--- config.mk ---
export PLATFORM = sky130hd
export DESIGN_NAME = affine_batch_seq
export DESIGN_NICKNAME = d
export VERILOG_FILES = /design/src/rtl/affine_batch_seq.sv
export SDC_FILE = /design/constraint.sdc
export NUM_CORES = 1
export LEC_CHECK = 0
export CAP_MARGIN = 5
export CORE_ASPECT_RATIO = 0.5
export CORE_UTILIZATION = 58
export DETAILED_ROUTE_END_ITERATION = 12
export PLACE_DENSITY = 0.79
export SETUP_SLACK_MARGIN = 0.15
export SLEW_MARGIN = 40
export SYNTH_ARGS = -nofsm -noshare
export SYNTH_HDL_FRONTEND = slang
export SYNTH_SLANG_ARGS = --single-unit
--- constraint.sdc ---
create_clock -name clk -period 5.33 [get_ports clk]
set_clock_uncertainty 0.1 [all_clocks]
set_input_delay 1.066 -clock clk [delete_from_list [all_inputs] [get_ports clk]]
set_output_delay 1.066 -clock clk [all_outputs]
set_load 0.02 [all_outputs]
--- src/rtl/affine_batch_seq.sv ---
// affine_batch_seq: batch scheduler for the shared fixed-point affine engine.
// Holds up to DEPTH points, issues them one at a time over a start/done
// handshake and stores each engine result at the matching slot index.
// Optional engine timeout is compiled in with AFFINE_BATCH_SEQ_TIMEOUT_EN.
module affine_batch_seq #(
    parameter int DEPTH     = 8,
    parameter int W         = 16,
    parameter int TO_CYCLES = 64
) (
    input  logic                     clk,
    input  logic                     rst,
    input  logic                     pt_we,
    input  logic [$clog2(DEPTH)-1:0] pt_idx,
    input  logic [W-1:0]             pt_x,
    input  logic [W-1:0]             pt_y,
    input  logic [$clog2(DEPTH):0]   batch_len,
    input  logic                     go,
    input  logic                     abort,
    output logic                     eng_start,
    output logic [W-1:0]             eng_x,
    output logic [W-1:0]             eng_y,
    input  logic                     eng_done,
    input  logic [W-1:0]             eng_ox,
    input  logic [W-1:0]             eng_oy,
    input  logic [$clog2(DEPTH)-1:0] rd_idx,
    output logic [W-1:0]             rd_x,
    output logic [W-1:0]             rd_y,
    output logic                     busy,
    output logic [$clog2(DEPTH)-1:0] cur_idx,
    output logic                     done,
    output logic                     irq,
    output logic                     err
);

    localparam int IW = $clog2(DEPTH);
    localparam int LW = IW + 1;
    localparam logic [LW-1:0] DEPTH_L = LW'(DEPTH);

    typedef enum logic [1:0] {
        S_IDLE,
        S_ISSUE,
        S_WAIT,
        S_FINISH
    } state_t;

    state_t state_q, state_nxt;

    logic [LW-1:0] len_q;
    logic [IW-1:0] cur_q;
    logic [W-1:0]  op_x_q, op_y_q;
    logic          done_q, irq_q, err_q;

    logic [W-1:0]  pt_x_mem  [DEPTH];
    logic [W-1:0]  pt_y_mem  [DEPTH];
    logic [W-1:0]  res_x_mem [DEPTH];
    logic [W-1:0]  res_y_mem [DEPTH];

    logic go_ok, go_bad, abort_hit, res_we, last_pt, finish_set, to_fire;
    logic timeout_hit;

`ifdef AFFINE_BATCH_SEQ_TIMEOUT_EN
    localparam int TW = $clog2(TO_CYCLES + 1);
    logic [TW-1:0] to_cnt_q;

    // Counts cycles since the current ISSUE; restarts on every issue
    always_ff @(posedge clk) begin
        if (rst) begin
            to_cnt_q <= '0;
        end else if (state_q == S_ISSUE) begin
            to_cnt_q <= TW'(1);
        end else if (state_q == S_WAIT) begin
            to_cnt_q <= to_cnt_q + TW'(1);
        end
    end

    assign timeout_hit = (state_q == S_WAIT) && (to_cnt_q == TW'(TO_CYCLES - 1));
`else
    assign timeout_hit = 1'b0;
`endif

    // Next-state logic and one-cycle control strobes for the register block
    always_comb begin
        state_nxt  = state_q;
        go_ok      = 1'b0;
        go_bad     = 1'b0;
        abort_hit  = 1'b0;
        res_we     = 1'b0;
        finish_set = 1'b0;
        to_fire    = 1'b0;
        last_pt    = ({1'b0, cur_q} == (len_q - LW'(1)));
        case (state_q)
            S_IDLE: begin
                if (go && !abort) begin
                    if ((batch_len != '0) && (batch_len <= DEPTH_L)) begin
                        go_ok     = 1'b1;
                        state_nxt = S_ISSUE;
                    end else begin
                        go_bad = 1'b1;
                    end
                end
            end
            S_ISSUE: begin
                if (abort) begin
                    abort_hit = 1'b1;
                    state_nxt = S_IDLE;
                end else begin
                    state_nxt = S_WAIT;
                end
            end
            S_WAIT: begin
                if (abort) begin
                    abort_hit = 1'b1;
                    state_nxt = S_IDLE;
                end else if (eng_done) begin
                    res_we = 1'b1;
                    if (last_pt) begin
                        finish_set = 1'b1;
                        state_nxt  = S_FINISH;
                    end else begin
                        state_nxt = S_ISSUE;
                    end
                end else if (timeout_hit) begin
                    to_fire   = 1'b1;
                    state_nxt = S_IDLE;
                end
            end
            S_FINISH: begin
                state_nxt = S_IDLE;
            end
            default: begin
                state_nxt = S_IDLE;
            end
        endcase
    end

    // State, index, length, operand hold and status flag registers
    always_ff @(posedge clk) begin
        if (rst) begin
            state_q <= S_IDLE;
            cur_q   <= '0;
            len_q   <= '0;
            op_x_q  <= '0;
            op_y_q  <= '0;
            done_q  <= 1'b0;
            irq_q   <= 1'b0;
            err_q   <= 1'b0;
        end else begin
            state_q <= state_nxt;
            irq_q   <= 1'b0;
            if (go_ok) begin
                done_q <= 1'b0;
                err_q  <= 1'b0;
                len_q  <= batch_len;
                cur_q  <= '0;
            end
            if (go_bad || to_fire) begin
                done_q <= 1'b1;
                irq_q  <= 1'b1;
                err_q  <= 1'b1;
            end
            if (state_q == S_ISSUE) begin
                op_x_q <= pt_x_mem[cur_q];
                op_y_q <= pt_y_mem[cur_q];
            end
            if (abort_hit) begin
                err_q <= 1'b1;
                cur_q <= '0;
            end
            if (res_we && !last_pt) begin
                cur_q <= cur_q + IW'(1);
            end
            if (finish_set || to_fire) begin
                cur_q <= '0;
            end
            if (finish_set) begin
                done_q <= 1'b1;
                irq_q  <= 1'b1;
            end
        end
    end

    // Point buffer: software writes are accepted at any time
    always_ff @(posedge clk) begin
        if (pt_we) begin
            pt_x_mem[pt_idx] <= pt_x;
            pt_y_mem[pt_idx] <= pt_y;
        end
    end

    // Result buffer: one engine result per accepted eng_done
    always_ff @(posedge clk) begin
        if (res_we) begin
            res_x_mem[cur_q] <= eng_ox;
            res_y_mem[cur_q] <= eng_oy;
        end
    end

    // Operands come straight from the buffer in ISSUE, then from the hold register
    always_comb begin
        eng_x = op_x_q;
        eng_y = op_y_q;
        if (state_q == S_ISSUE) begin
            eng_x = pt_x_mem[cur_q];
            eng_y = pt_y_mem[cur_q];
        end
    end

    assign eng_start = (state_q == S_ISSUE);
    assign busy      = (state_q == S_ISSUE) || (state_q == S_WAIT);
    assign cur_idx   = cur_q;
    assign done      = done_q;
    assign irq       = irq_q;
    assign err       = err_q;
    assign rd_x      = res_x_mem[rd_idx];
    assign rd_y      = res_y_mem[rd_idx];

endmodule
==> results of run 1 <==
==> cells in the mapped netlist, drive strengths merged <==
library cell  count  area [um^2]
nor2b            32          200
dfxtp            47          941
buf              27          179
a21o              2         15.0
o21ai             4         20.0
inv               7         26.3
or4               1         11.3
a31oi             3         40.0
o31ai             1         7.51
clkbuf           22         83.8
nor3              6         30.0
nor4              1         6.26
nand3             6         30.0
mux4            128         2880
and3b             1         8.76
or4b              1         10.0
a32o              1         10.0
or3               1         6.26
mux2i            33          330
nand4             1         6.26
edfxtp          512        15400
ha                5         62.6
nand3b            1         7.51
nand2            14         52.6
nor2             45          169
a22oi             1         7.51
and3              3         23.8
nand2b            7         43.8
a211oi            2         15.0
a21oi            45          225
mux2             32          360
or3b              1         8.76
xor2              3         26.3
==> cell usage in the layout, fill, tap and decap left out, types with 2 or more instances in the layout <==
| master | n |
|---|---|
| sky130_fd_sc_hd__o21ai_0 | 4 |
| sky130_fd_sc_hd__nor2_4 | 9 |
| sky130_fd_sc_hd__edfxtp_1 | 512 |
| sky130_fd_sc_hd__a21oi_1 | 45 |
| sky130_fd_sc_hd__clkinvlp_4 | 4 |
| sky130_fd_sc_hd__bufinv_16 | 8 |
| sky130_fd_sc_hd__xor2_1 | 3 |
| sky130_fd_sc_hd__mux2_2 | 32 |
| sky130_fd_sc_hd__and3_1 | 2 |
| sky130_fd_sc_hd__buf_8 | 4 |
| sky130_fd_sc_hd__buf_12 | 3 |
| sky130_fd_sc_hd__nor3_2 | 6 |
| sky130_fd_sc_hd__clkinv_2 | 8 |
| sky130_fd_sc_hd__clkdlybuf4s50_1 | 147 |
| sky130_fd_sc_hd__nand3_1 | 6 |
| sky130_fd_sc_hd__a211oi_1 | 2 |
| sky130_fd_sc_hd__clkbuf_8 | 4 |
| sky130_fd_sc_hd__dfxtp_1 | 44 |
| sky130_fd_sc_hd__clkinv_1 | 7 |
| sky130_fd_sc_hd__nand2_1 | 14 |
| sky130_fd_sc_hd__ha_1 | 4 |
| sky130_fd_sc_hd__mux4_2 | 128 |
| sky130_fd_sc_hd__dfxtp_4 | 2 |
| sky130_fd_sc_hd__buf_4 | 29 |
| sky130_fd_sc_hd__clkbuf_16 | 47 |
| sky130_fd_sc_hd__clkbuf_1 | 5 |
| sky130_fd_sc_hd__a21o_1 | 2 |
| sky130_fd_sc_hd__nor2b_1 | 32 |
| sky130_fd_sc_hd__nor2_1 | 36 |
| sky130_fd_sc_hd__nand2b_1 | 7 |
| sky130_fd_sc_hd__mux2i_1 | 33 |
| sky130_fd_sc_hd__inv_1 | 7 |
| sky130_fd_sc_hd__buf_16 | 3 |
==> how the worst min path moves through the flow <==
| stage | from | end | slack (ns) |
|---|---|---|---|
| 3_5_place_dp | len_q[2]$_SDFFE_PP0P_ | len_q[2]$_SDFFE_PP0P_ | 0.38 |
| 5_1_grt | len_q[2]$_SDFFE_PP0P_ | len_q[2]$_SDFFE_PP0P_ | 0.42 |
| 2_1_floorplan | len_q[2]$_SDFFE_PP0P_ | len_q[2]$_SDFFE_PP0P_ | 0.35 |
| 4_1_cts | len_q[2]$_SDFFE_PP0P_ | len_q[2]$_SDFFE_PP0P_ | 0.39 |
| 3_3_place_gp | len_q[2]$_SDFFE_PP0P_ | len_q[2]$_SDFFE_PP0P_ | 0.37 |
| 6_report | len_q[2]$_SDFFE_PP0P_ | len_q[2]$_SDFFE_PP0P_ | 0.39 |
==> sequential cells by signal, indices dropped and copies added, names as in the netlist, 2 cells and up, named ones only <==
signal and count:
op_y_q 16, res_y_mem 128, pt_y_mem 128, pt_x_mem 128, op_x_q 16, cur_idx 3, state_q 2, res_x_mem 128
len_q 4
==> worst max-delay path: stages (launching register included) <==
cell	delay, ns
sky130_fd_sc_hd__dfxtp_4	0.73
sky130_fd_sc_hd__buf_4	0.42
sky130_fd_sc_hd__mux4_2	0.54
sky130_fd_sc_hd__mux2i_1	0.26
sky130_fd_sc_hd__a21oi_1	0.13
sky130_fd_sc_hd__clkdlybuf4s50_1	0.55
==> power by group <==
group	leakage, nW	switching (mW)	internal [mW]
logic	2.12	0.464	0.401
clock network	0.778	1.51	2.06
registers	5.01	0.0354	4.90
total	7.91	2.00	7.36
==> stage by stage <==
step | instance area, um^2 | hold WS, ns
6_report | 25200 | 0.390
5_1_grt | 25200 | 0.418
4_1_cts | 25100 | 0.393
3_5_place_dp | 23500 | 0.384
3_3_place_gp | 23400 | 0.369
2_1_floorplan | 21200 | 0.354
==> logic make-up (layout without fill, tap and decap cells) <==
logic type                 Yosys count  in the layout  share of synthesized area
DFF                                559            559                      0.769
muxes                              193            193                      0.168
and+or+nand+nor                    121            121                     0.0289
AOI/OAI and AO/OA                   59             59                     0.0160
buffers and inverters               56            279                     0.0136
adders and majority gates            5              5                    0.00295
xor gates and xnor gates             3              3                    0.00124
==> routing by layer <==
| layer | track usage | up-vias | share of wire |
|---|---|---|---|
| li1 | - | 4449 | - |
| met1 | 0.285 | 5253 | 0.42 |
| met2 | 0.390 | 247 | 0.52 |
| met3 | 0.0383 | 56 | 0.043 |
| met4 | 0.0546 | 0 | 0.017 |
| met5 | 0 | - | 0 |
==> area by class of cell <==
cell class              instances  area, um^2  area share
flip-flops and latches        559       16300       0.648
multi-input cells             381        4730       0.188
repair buffers                187        1900      0.0753
clock buffers                  56        1250      0.0496
well taps                     484         606      0.0240
clock inverters                29         354      0.0141
inverters                       7        26.3     0.00104
==> summary by stage, run 1 <==
Pwr
The total design power is 9.37 mW. For this design the static power due to leakage is around 7.9 nW. Across the VDD grid, the largest voltage drop is 0.000249 V. The power density of the placed cells is 372 nW/um^2.

Critical path
The biggest fanout along the worst timing path is 31. The required time reported for the critical path endpoint is 4.16 ns. Data arrives at the worst endpoint at 3.22 ns.

Counting cells, the worst reg-to-reg path comes to 7. The worst setup path is captured at an output port. The reg-to-reg startpoint is state_q[0]$_SDFFE_PP0P_.

The type of the worst setup path is reg2out. The worst setup path is launched from a flop. Setup slack on the worst reg-to-reg path comes out at 2.76 ns. The critical path endpoint is eng_x[2].

In this run the critical register-to-register path is captured at res_y_mem[5][14]$_DFFE_PP_.

STA
The final hold violation count is 0. The share of the clock period used by the worst path is 0.822. Setup repair after global routing left no endpoint under its margin.

The post-route minimum period is 4.38 ns. The final count of negative-setup-slack endpoints is 0. Based on the critical path, the design can be clocked at up to 228 MHz.

Summed over all failing endpoints, the final setup total negative slack is 0 ns. The number of max-slew violations in the final report is 0. Setup slack on the critical path of the routed design comes to 0.946 ns. In this run the tightest slew margin relative to its limit is 0.448. The worst-margin pin slew is 0.826 ns.

Synth
During synthesis, Yosys emitted a total of 0 warnings. The post-synthesis net count is between 1000 and 1500. Averaged over all synthesized cells, the footprint is 21.3 um^2. The combined area of all synthesized cells is between 20000 and 25000 um^2. The post-synthesis register bit count is roughly 560. The post-synthesis instance total is approximately 1000. Of the synthesized area, sequential elements account for 0.769. Synthesis instantiated 40 different standard cells from the library.

Placement
The minimum setup slack after placement is 1.00 ns. The routability-driven placement congestion ratio is 0.765. The detailed-placement wirelength estimate is approximately 23000 um. Buffers placed on the I/O ports in this run total 151. Including well taps, the total number of placed cells is 1616.

Routing
In the final routed layout, each cell accounts on average for 23.9 um. The count of nets left with antenna violations once routing finished came out at 0. The via count is 10000. The detailed-route DRC error count is 0. The final wirelength is 40800 um.

Before antenna repair, the detailed router went through 5 iterations. Using the TritonRoute via totals, the vias-per-cell ratio works out to approximately 5.9. In this run, the number of DRC markers left after iteration 0 of detailed routing was about 800.

Die
The number of placement rows is 49. The floorplan step defined a core boundary enclosing between 30000 and 40000 um^2. The die area is 37400 um^2. The count of boundary I/O pins is approximately 150. Measured along the y axis, the die boundary spans 137 um. The chip width is roughly 270 um. The initial utilization of the core area, before any placement, comes to 0.590.

Clock tree
The clock latency on the worst-skew pair is between 0.5 and 0.6 ns. The post-CTS setup repair buffer count is 0. CTS placed an instance of sky130_fd_sc_hd__clkbuf_16 at the clock tree root. The clock transition time at the flip-flop clock pins of the worst setup and hold paths is roughly 0.06 ns. The number of clock buffers added by TritonCTS is 46. The TritonCTS clock tree is done. The count of hold buffers inserted by post-cts repair is 0. The clock net in this run drives a total of between 500 and 600 sinks.

The number of levels in the clock H-tree is 2. Post-CTS repair changed the size of 0 cells. The longest clock path from root to sink contains 3 buffers.

Worst hold path
The number of cells on the worst hold path is 2. In this run the worst hold path is classified as reg2reg.

Final layout
The fraction of layout cells with a size suffix above 1 is 0.244. Counting the fill cells in the layout gives 2112. The number of antenna diodes in the final layout is 0.

Relative to the synthesized area, the layout overhead comes to 18.7%. The net count of the finished layout is 1267. Leaving out filler cells and counting taps, the final layout contains roughly 1700. The final cell utilization of the core is 0.700.

Global route
The via count of the first global-routing pass is 10500. The overall routing resource usage is 0.219. The number of antenna violations at the first check in global routing is 0. After global routing the overflow that remains totals 0. The wire length of the first global-routing pass is 60500 um. Entering global routing, the biggest net connects 51 pins.

Run
Across the run, the number of max-cap violations was 0.

Run status
The run finished with clean final reports.
Power figures use the tool's default switching activity.
==> inputs of run 2 (changes only) <==
==> constraint.sdc (replaced) <==
create_clock -name clk -period 4.2 [get_ports clk]
set_clock_uncertainty 0.1 [all_clocks]
set_input_delay 0.84 -clock clk [delete_from_list [all_inputs] [get_ports clk]]
set_output_delay 0.84 -clock clk [all_outputs]
set_load 0.02 [all_outputs]
==> run 2 against run 1 <==
  * The run now ends with design-rule violations left
  * Sequential cell count unchanged
  * Non-clock buffer count decreased by 4
  * First-iteration DRC count grew 11%
  * Critical path depth did not move
  * Die area stayed put
  * Highest routed layer unchanged
  * Power rose by 26%
  * Design area down 0.16%
  * Hold slack worse by 0.0010 ns
  * Combinational power grew 27%
  * Global-route usage barely moved
  * Clock power grew 26%
  * Count of clock-buffer cells in the layout is 8 higher
==> summary by stage, run 2 (synthesized netlist as in run 1, its figures left out) <==
Run status
Outcome: finished, violations left (was finished clean). The final reports fail on design-rule violations.

Routing
The final wirelength is 40500 um (was 40800 um). The post-route antenna net violation count came to 0 (unchanged). The via count is 9980 (was 10000). The violation count after the first detailed-routing iteration is 914 (was 821). The per-cell via count in the routed design is 5.86 (was 5.87). The detailed-route DRC error count is 4 (was 0).

The per-cell routed wire length is 23.8 um (was 23.9 um). The number of detailed-routing iterations run before antenna repair came to 9 (was 5).

Clock tree
The clock transition time at the flip-flop clock pins of the worst setup and hold paths is 0.07 ns (was 0.06 ns). The count of hold buffers inserted by post-cts repair is 0 (unchanged). The cell at the root of the clock tree is sky130_fd_sc_hd__clkbuf_16 (unchanged). The number of levels in the clock H-tree is 2 (unchanged).

The clock latency on the worst-skew pair came to 0.55 ns (was 0.56 ns). The number of clock sinks is 559 (unchanged). The number of buffers created by CTS is 46 (unchanged). The maximum buffer depth of the clock tree is 3 (unchanged).

The TritonCTS clock tree is done (unchanged).

Critical path
The reg-to-reg startpoint was state_q[0]$_SDFFE_PP0P_ (unchanged). The startpoint kind of the worst setup timing path is a flop (unchanged). The endpoint class of the critical path is an output port (unchanged). The biggest cell delay along the critical path is 0.70 ns (was 0.73 ns).

The reg-to-reg endpoint is res_y_mem[1][13]$_DFFE_PP_ (was res_y_mem[5][14]$_DFFE_PP_). Chain of cells forming the critical path: buf_4, mux4_2, mux2i_1, a21oi_1, clkdlybuf4s50_1 (unchanged). The setup slack of the most critical reg-to-reg path is 1.76 ns (was 2.76 ns). The slowest library cell on the worst path was sky130_fd_sc_hd__dfxtp_2 (was sky130_fd_sc_hd__dfxtp_4).

The required time reported for the critical path endpoint was 3.26 ns (was 4.16 ns). The critical path data arrival time is 2.92 ns (was 3.22 ns). The worst reg-to-reg path cell count is 6 (was 7). The type of the worst setup path is reg2out (unchanged). The biggest fanout along the worst timing path is 20 (was 31).

Global route
The pin count of the biggest net entering global routing was 45 (was 51). The wire length of the first global-routing pass came to 60900 um (was 60500 um). The overall routing resource usage is 0.220 (was 0.219). The global route total overflow is 0 (unchanged). The number of antenna violations at the first check in global routing came to 0 (unchanged). The via count of the first global-routing pass came to 10400 (was 10500).

Placement
The count of input and output buffers is 151 (unchanged). The routability-driven placement congestion ratio is 0.775 (was 0.765). The detailed-placement wirelength estimate was 22000 um (was 22800 um). The total placed cells including tap cells is 1613 (was 1616).

STA
The final hold violation count is 0 (unchanged). The remaining max-slew budget at the tightest pin was 0.534 (was 0.448). The setup TNS after final layout is 0 ns (unchanged). RSZ-0062 raised after global routing: no (unchanged).

The share of the clock period used by the worst path is 0.920. The post-route minimum period is 3.86 ns. The number of max-slew violations in the final report is 0 (unchanged). The final count of negative-setup-slack endpoints is 0 (unchanged).

The worst hold margin is 0.389 ns (was 0.390 ns). The fmax is 259 MHz. The worst-margin pin slew is 0.697 ns (was 0.826 ns).

Worst hold path
The destination of the worst hold path was len_q[1]$_SDFFE_PP0P_ (was len_q[2]$_SDFFE_PP0P_). The class of the tightest hold or removal check is reg2reg (unchanged). The number of cells on the worst hold path is 2 (unchanged). The start point of the worst hold path is len_q[1]$_SDFFE_PP0P_ (was len_q[2]$_SDFFE_PP0P_).

Die
The core region area is 36000 um^2 (unchanged). The die outline height is 137 um (unchanged). The starting density of the core is 0.590 (unchanged). The die area came to 37400 um^2 (unchanged). The count of boundary I/O pins is 152 (unchanged). The chip width is 273 um (unchanged). The number of placement rows is 49 (unchanged).

Final layout
The net count reported at finish is 1263 (was 1267). The fraction of layout cells with a size suffix above 1 is 0.240 (was 0.244). Most used cells in the layout excluding fill and tap cells: sky130_fd_sc_hd__edfxtp_1, sky130_fd_sc_hd__clkdlybuf4s50_1, sky130_fd_sc_hd__mux4_2 (unchanged). The final standard cell count with taps included and fillers excluded came to 1702 (was 1703). The most frequent standard cell in the layout excluding fill and tap cells is sky130_fd_sc_hd__edfxtp_1 (unchanged). The area added between synthesis and finish was 18.5% (was 18.7%).

Pwr
The total leakage power is 7.89 nW (was 7.91 nW). The worst ir drop on vdd came to 0.000346 V (was 0.000249 V). The total design power is 11.8 mW (was 9.37 mW). The power density of the placed cells is 471 nW/um^2 (was 372 nW/um^2).

Run
The number of max-capacitance violations reported is 0 (unchanged).
## run 2: worst max-delay path by stage
stage / start / slack, ns / cells after the start / end
2_1_floorplan: abort / 0.25 / 2 / res_x_mem[4][0]$_DFFE_PP_
3_3_place_gp: rd_idx[0] / 0.53 / 5 / rd_y[5]
3_5_place_dp: rd_idx[0] / 0.52 / 5 / rd_x[13]
4_1_cts: flop / 0.17 / 5 / eng_x[12]
5_1_grt: flop / 0.22 / 5 / eng_x[12]
6_report: flop / 0.34 / 5 / eng_x[4]
## run 2: layout make-up
type	count	area, um^2
sequential	559	16300
fill	2098	10800
multi-input combinational	381	4740
timing repair buffer	183	1860
clock buffer	64	1340
tap	484	606
clock inverter	22	254
inverter	7	26.3
antenna	2	5.00
## run 2: power by group
| part | total [mW] | internal, mW | switching (mW) |
|---|---|---|---|
| Clock | 4.49 | 2.61 | 1.88 |
| Sequential | 6.26 | 6.22 | 0.0414 |
| Combinational | 1.10 | 0.511 | 0.586 |
| Total | 11.8 | 9.33 | 2.51 |
## run 2: metrics by stage
stage / worst slack [ns] / area [um^2] / utilization
after global placement: 0.529 / 23500 / 0.654
after detailed placement: 0.519 / 23500 / 0.654
after CTS: 0.166 / 25100 / 0.698
after floorplan: 0.252 / 21200 / -
final: 0.336 / 25200 / 0.699
after global routing: 0.218 / 25100 / 0.699
## run 2: critical path: cells and delay by family, from the launching register on
kind            cells  cell delay [ns]
compound gates      1             0.29
flops               1             0.70
buf+inv             2             1.04
mux                 2             0.32
## run 2: what timing repair did
item,in CTS,in global routing
buffers inserted,0,1
endpoints found under the setup margin,0,7
gates resized for setup,0,0
## run 2: routing by layer
layer,global-route usage,routed length [um],part of all wire,up-vias
met3,0.0364,2040,0.050,54
met5,0,0,0,-
met1,0.289,16500,0.41,5194
li1,-,-,-,4431
met2,0.388,21400,0.53,301
met4,0.0546,522,0.013,0
==> inputs of run 3 (changes only) <==
--- a/config.mk
+++ b/config.mk
@@ -9,6 +9,7 @@
 export CORE_ASPECT_RATIO = 0.5
 export CORE_UTILIZATION = 58
 export DETAILED_ROUTE_END_ITERATION = 12
+export MAX_ROUTING_LAYER = met4
 export PLACE_DENSITY = 0.79
 export SETUP_SLACK_MARGIN = 0.15
 export SLEW_MARGIN = 40
==> run 3 against run 2 <==
  * Hold slack worse by 0.0012 ns
  * Cell count hardly changed
  * Highest routed layer unchanged
  * Non-clock buffer count did not move
  * Combinational power about the same
  * The run now ends clean
  * Count of clock-buffer cells in the layout unchanged
  * Global-route usage up 0.68 points
  * Die area is the same
  * Worst setup slack got worse by 0.0045 ns
==> summary by stage, run 3 (synthesized netlist as in run 1, its figures left out) <==
Run status
Outcome: finished clean (was finished, violations left).

Critical path
The slowest library cell on the worst path is sky130_fd_sc_hd__dfxtp_2 (unchanged). The reg-to-reg endpoint is res_y_mem[1][13]$_DFFE_PP_ (unchanged). The setup slack of the most critical reg-to-reg path came to 1.76 ns (about the same). The critical path data arrival time is 2.93 ns (was 2.92 ns). The type of the worst setup path is reg2out (unchanged). The startpoint kind of the worst setup timing path was a flop (unchanged). The required time reported for the critical path endpoint is 3.26 ns (about the same). The biggest cell delay along the critical path came to 0.71 ns (was 0.70 ns). Chain of cells forming the critical path: buf_4, mux4_2, mux2i_1, a21oi_1, clkdlybuf4s50_1 (unchanged).

The worst reg-to-reg path cell count came to 6 (unchanged). The endpoint class of the critical path is an output port (unchanged). The reg-to-reg startpoint is state_q[0]$_SDFFE_PP0P_ (unchanged). The biggest fanout along the worst timing path is 20 (unchanged).

Die
The die area is 37400 um^2 (unchanged). The core region area is 36000 um^2 (unchanged). The die outline height is 137 um (unchanged).

The number of placement rows was 49 (unchanged). The starting density of the core was 0.590 (unchanged). The chip width came to 273 um (unchanged).

The count of boundary I/O pins is 152 (unchanged).

STA
The final hold violation count is 0 (unchanged). The setup TNS after final layout was 0 ns (unchanged). The number of max-slew violations in the final report is 0 (unchanged).

The remaining max-slew budget at the tightest pin is 0.533 (was 0.534). The worst hold margin is 0.388 ns (was 0.389 ns). The final count of negative-setup-slack endpoints is 0 (unchanged). The share of the clock period used by the worst path is 0.921 (was 0.920). The worst-margin pin slew was 0.699 ns (was 0.697 ns). The fmax was 258 MHz (was 259 MHz). The post-route minimum period came to 3.87 ns (was 3.86 ns). RSZ-0062 raised after global routing: no (unchanged).

Pwr
The total leakage power is 7.89 nW (about the same). The switching share of power came to 0.212 (about the same). The sequential power share came to 0.529 (was 0.528). The worst ir drop on vdd came to 0.000349 V (was 0.000346 V). The part of the total power dissipated in combinational logic came to 0.093 (about the same).

The switching power is 2.51 mW (about the same). The cell internal power dissipation was 9.33 mW (about the same). The power density of the placed cells is 471 nW/um^2 (about the same).

The clock network fraction of design power was 0.379 (about the same).

Placement
The routability-driven placement congestion ratio was 0.786 (was 0.775). The detailed-placement wirelength estimate is 22000 um (unchanged). The count of input and output buffers came to 151 (unchanged).

Clock tree
The maximum buffer depth of the clock tree is 3 (unchanged). The cell at the root of the clock tree is sky130_fd_sc_hd__clkbuf_16 (unchanged). The clock latency on the worst-skew pair is 0.55 ns (about the same).

The number of levels in the clock H-tree was 2 (unchanged). The number of clock sinks was 559 (unchanged). The number of buffers created by CTS came to 46 (unchanged). The TritonCTS clock tree is done (unchanged).

The post-cts gate resize count is 0 (unchanged). The clock transition time at the flip-flop clock pins of the worst setup and hold paths is 0.07 ns (about the same).

Global route
The via count of the first global-routing pass is 10400 (about the same). The wire length of the first global-routing pass is 60900 um (about the same). The overall routing resource usage came to 0.226 (was 0.220).

The number of antenna violations at the first check in global routing came to 0 (unchanged). The pin count of the biggest net entering global routing is 45 (unchanged). The global route total overflow is 0 (unchanged).

Worst hold path
The destination of the worst hold path is len_q[1]$_SDFFE_PP0P_ (unchanged). The number of cells on the worst hold path came to 2 (unchanged). The class of the tightest hold or removal check is reg2reg (unchanged). The start point of the worst hold path is len_q[1]$_SDFFE_PP0P_ (unchanged).

Routing
The detailed-route DRC error count was 0 (was 4). The final wirelength is 40500 um (about the same). The per-cell via count in the routed design is 5.91 (was 5.86). The violation count after the first detailed-routing iteration is 832 (was 914). The number of detailed-routing iterations run before antenna repair was 5 (was 9). The post-route antenna net violation count came to 0 (unchanged).

The via count came to 10000 (was 9980). The per-cell routed wire length is 23.8 um (about the same).

Final layout
The fraction of layout cells with a size suffix above 1 is 0.240 (unchanged). Most used cells in the layout excluding fill and tap cells: sky130_fd_sc_hd__edfxtp_1, sky130_fd_sc_hd__clkdlybuf4s50_1, sky130_fd_sc_hd__mux4_2 (unchanged). The most frequent standard cell in the layout excluding fill and tap cells is sky130_fd_sc_hd__edfxtp_1 (unchanged).

The net count reported at finish was 1263 (unchanged). The area added between synthesis and finish is 18.5% (about the same).

Run
The number of max-capacitance violations reported is 0 (unchanged).
## run 3: changes by cell type in the layout (fill, tap and decap cells not counted)
cell,before,now
sky130_fd_sc_hd__diode_2,2,1
## run 3: area by class of cell
type / count / area (um^2)
clock inverters: 22 / 254
inverters: 7 / 26.3
fillers: 2098 / 10800
well taps: 484 / 606
flip-flops and latches: 559 / 16300
repair buffers: 183 / 1860
diodes: 1 / 2.50
multi-input cells: 381 / 4740
clock buffers: 64 / 1340
## run 3: per-layer routing
layer / share of wire / routed length, um / global-route usage
met1: 0.41 / 16400 / 0.288
met2: 0.53 / 21300 / 0.388
met3: 0.053 / 2140 / 0.0362
met4: 0.015 / 620 / 0.0556
met5: 0 / 0 / -
## run 3: worst max-delay path: cells and delay by family, from the launching register on
kind / cells / cell delay (ns)
AO/OA/AOI/OAI: 1 / 0.29
multiplexers: 2 / 0.32
buffers and inverters: 2 / 1.03
flip-flops: 1 / 0.71
## run 3: through the flow
| step | setup slack, ns | instance area (um^2) | cells | util | power, mW |
|---|---|---|---|---|---|
| after floorplan | 0.252 | 21200 | 996 | - | 6.94 |
| after global placement | 0.529 | 23500 | 1613 | 0.654 | 7.43 |
| after detailed placement | 0.519 | 23500 | 1613 | 0.654 | 7.47 |
| after CTS | 0.166 | 25100 | 1699 | 0.698 | 11.9 |
| after global routing | 0.218 | 25100 | 1700 | 0.699 | 12.2 |
| final | 0.331 | 25100 | 1701 | 0.699 | 11.8 |
## run 3: power by group through the flow
stage / clock [mW] / sequential (mW) / combinational [mW]
4_1_cts: 4.56 / 6.26 / 1.11
2_1_floorplan: 0 / 6.37 / 0.570
3_3_place_gp: 0 / 6.37 / 1.07
6_report: 4.48 / 6.26 / 1.10
5_1_grt: 4.76 / 6.27 / 1.17
3_5_place_dp: 0 / 6.38 / 1.10
## run 3: what timing repair did
action,in CTS,in global routing
setup endpoints to repair,0,7
hold buffers,0,0
setup buffers,0,1
## run 3: worst max-delay path by stage
stage,cells after the start,slack (ns),end,startpoint
4_1_cts,5,0.17,eng_x[12],flop
3_3_place_gp,5,0.53,rd_y[5],rd_idx[0]
2_1_floorplan,2,0.25,res_x_mem[4][0]$_DFFE_PP_,abort
6_report,5,0.33,eng_x[4],flop
3_5_place_dp,5,0.52,rd_x[13],rd_idx[0]
5_1_grt,5,0.22,eng_x[12],flop
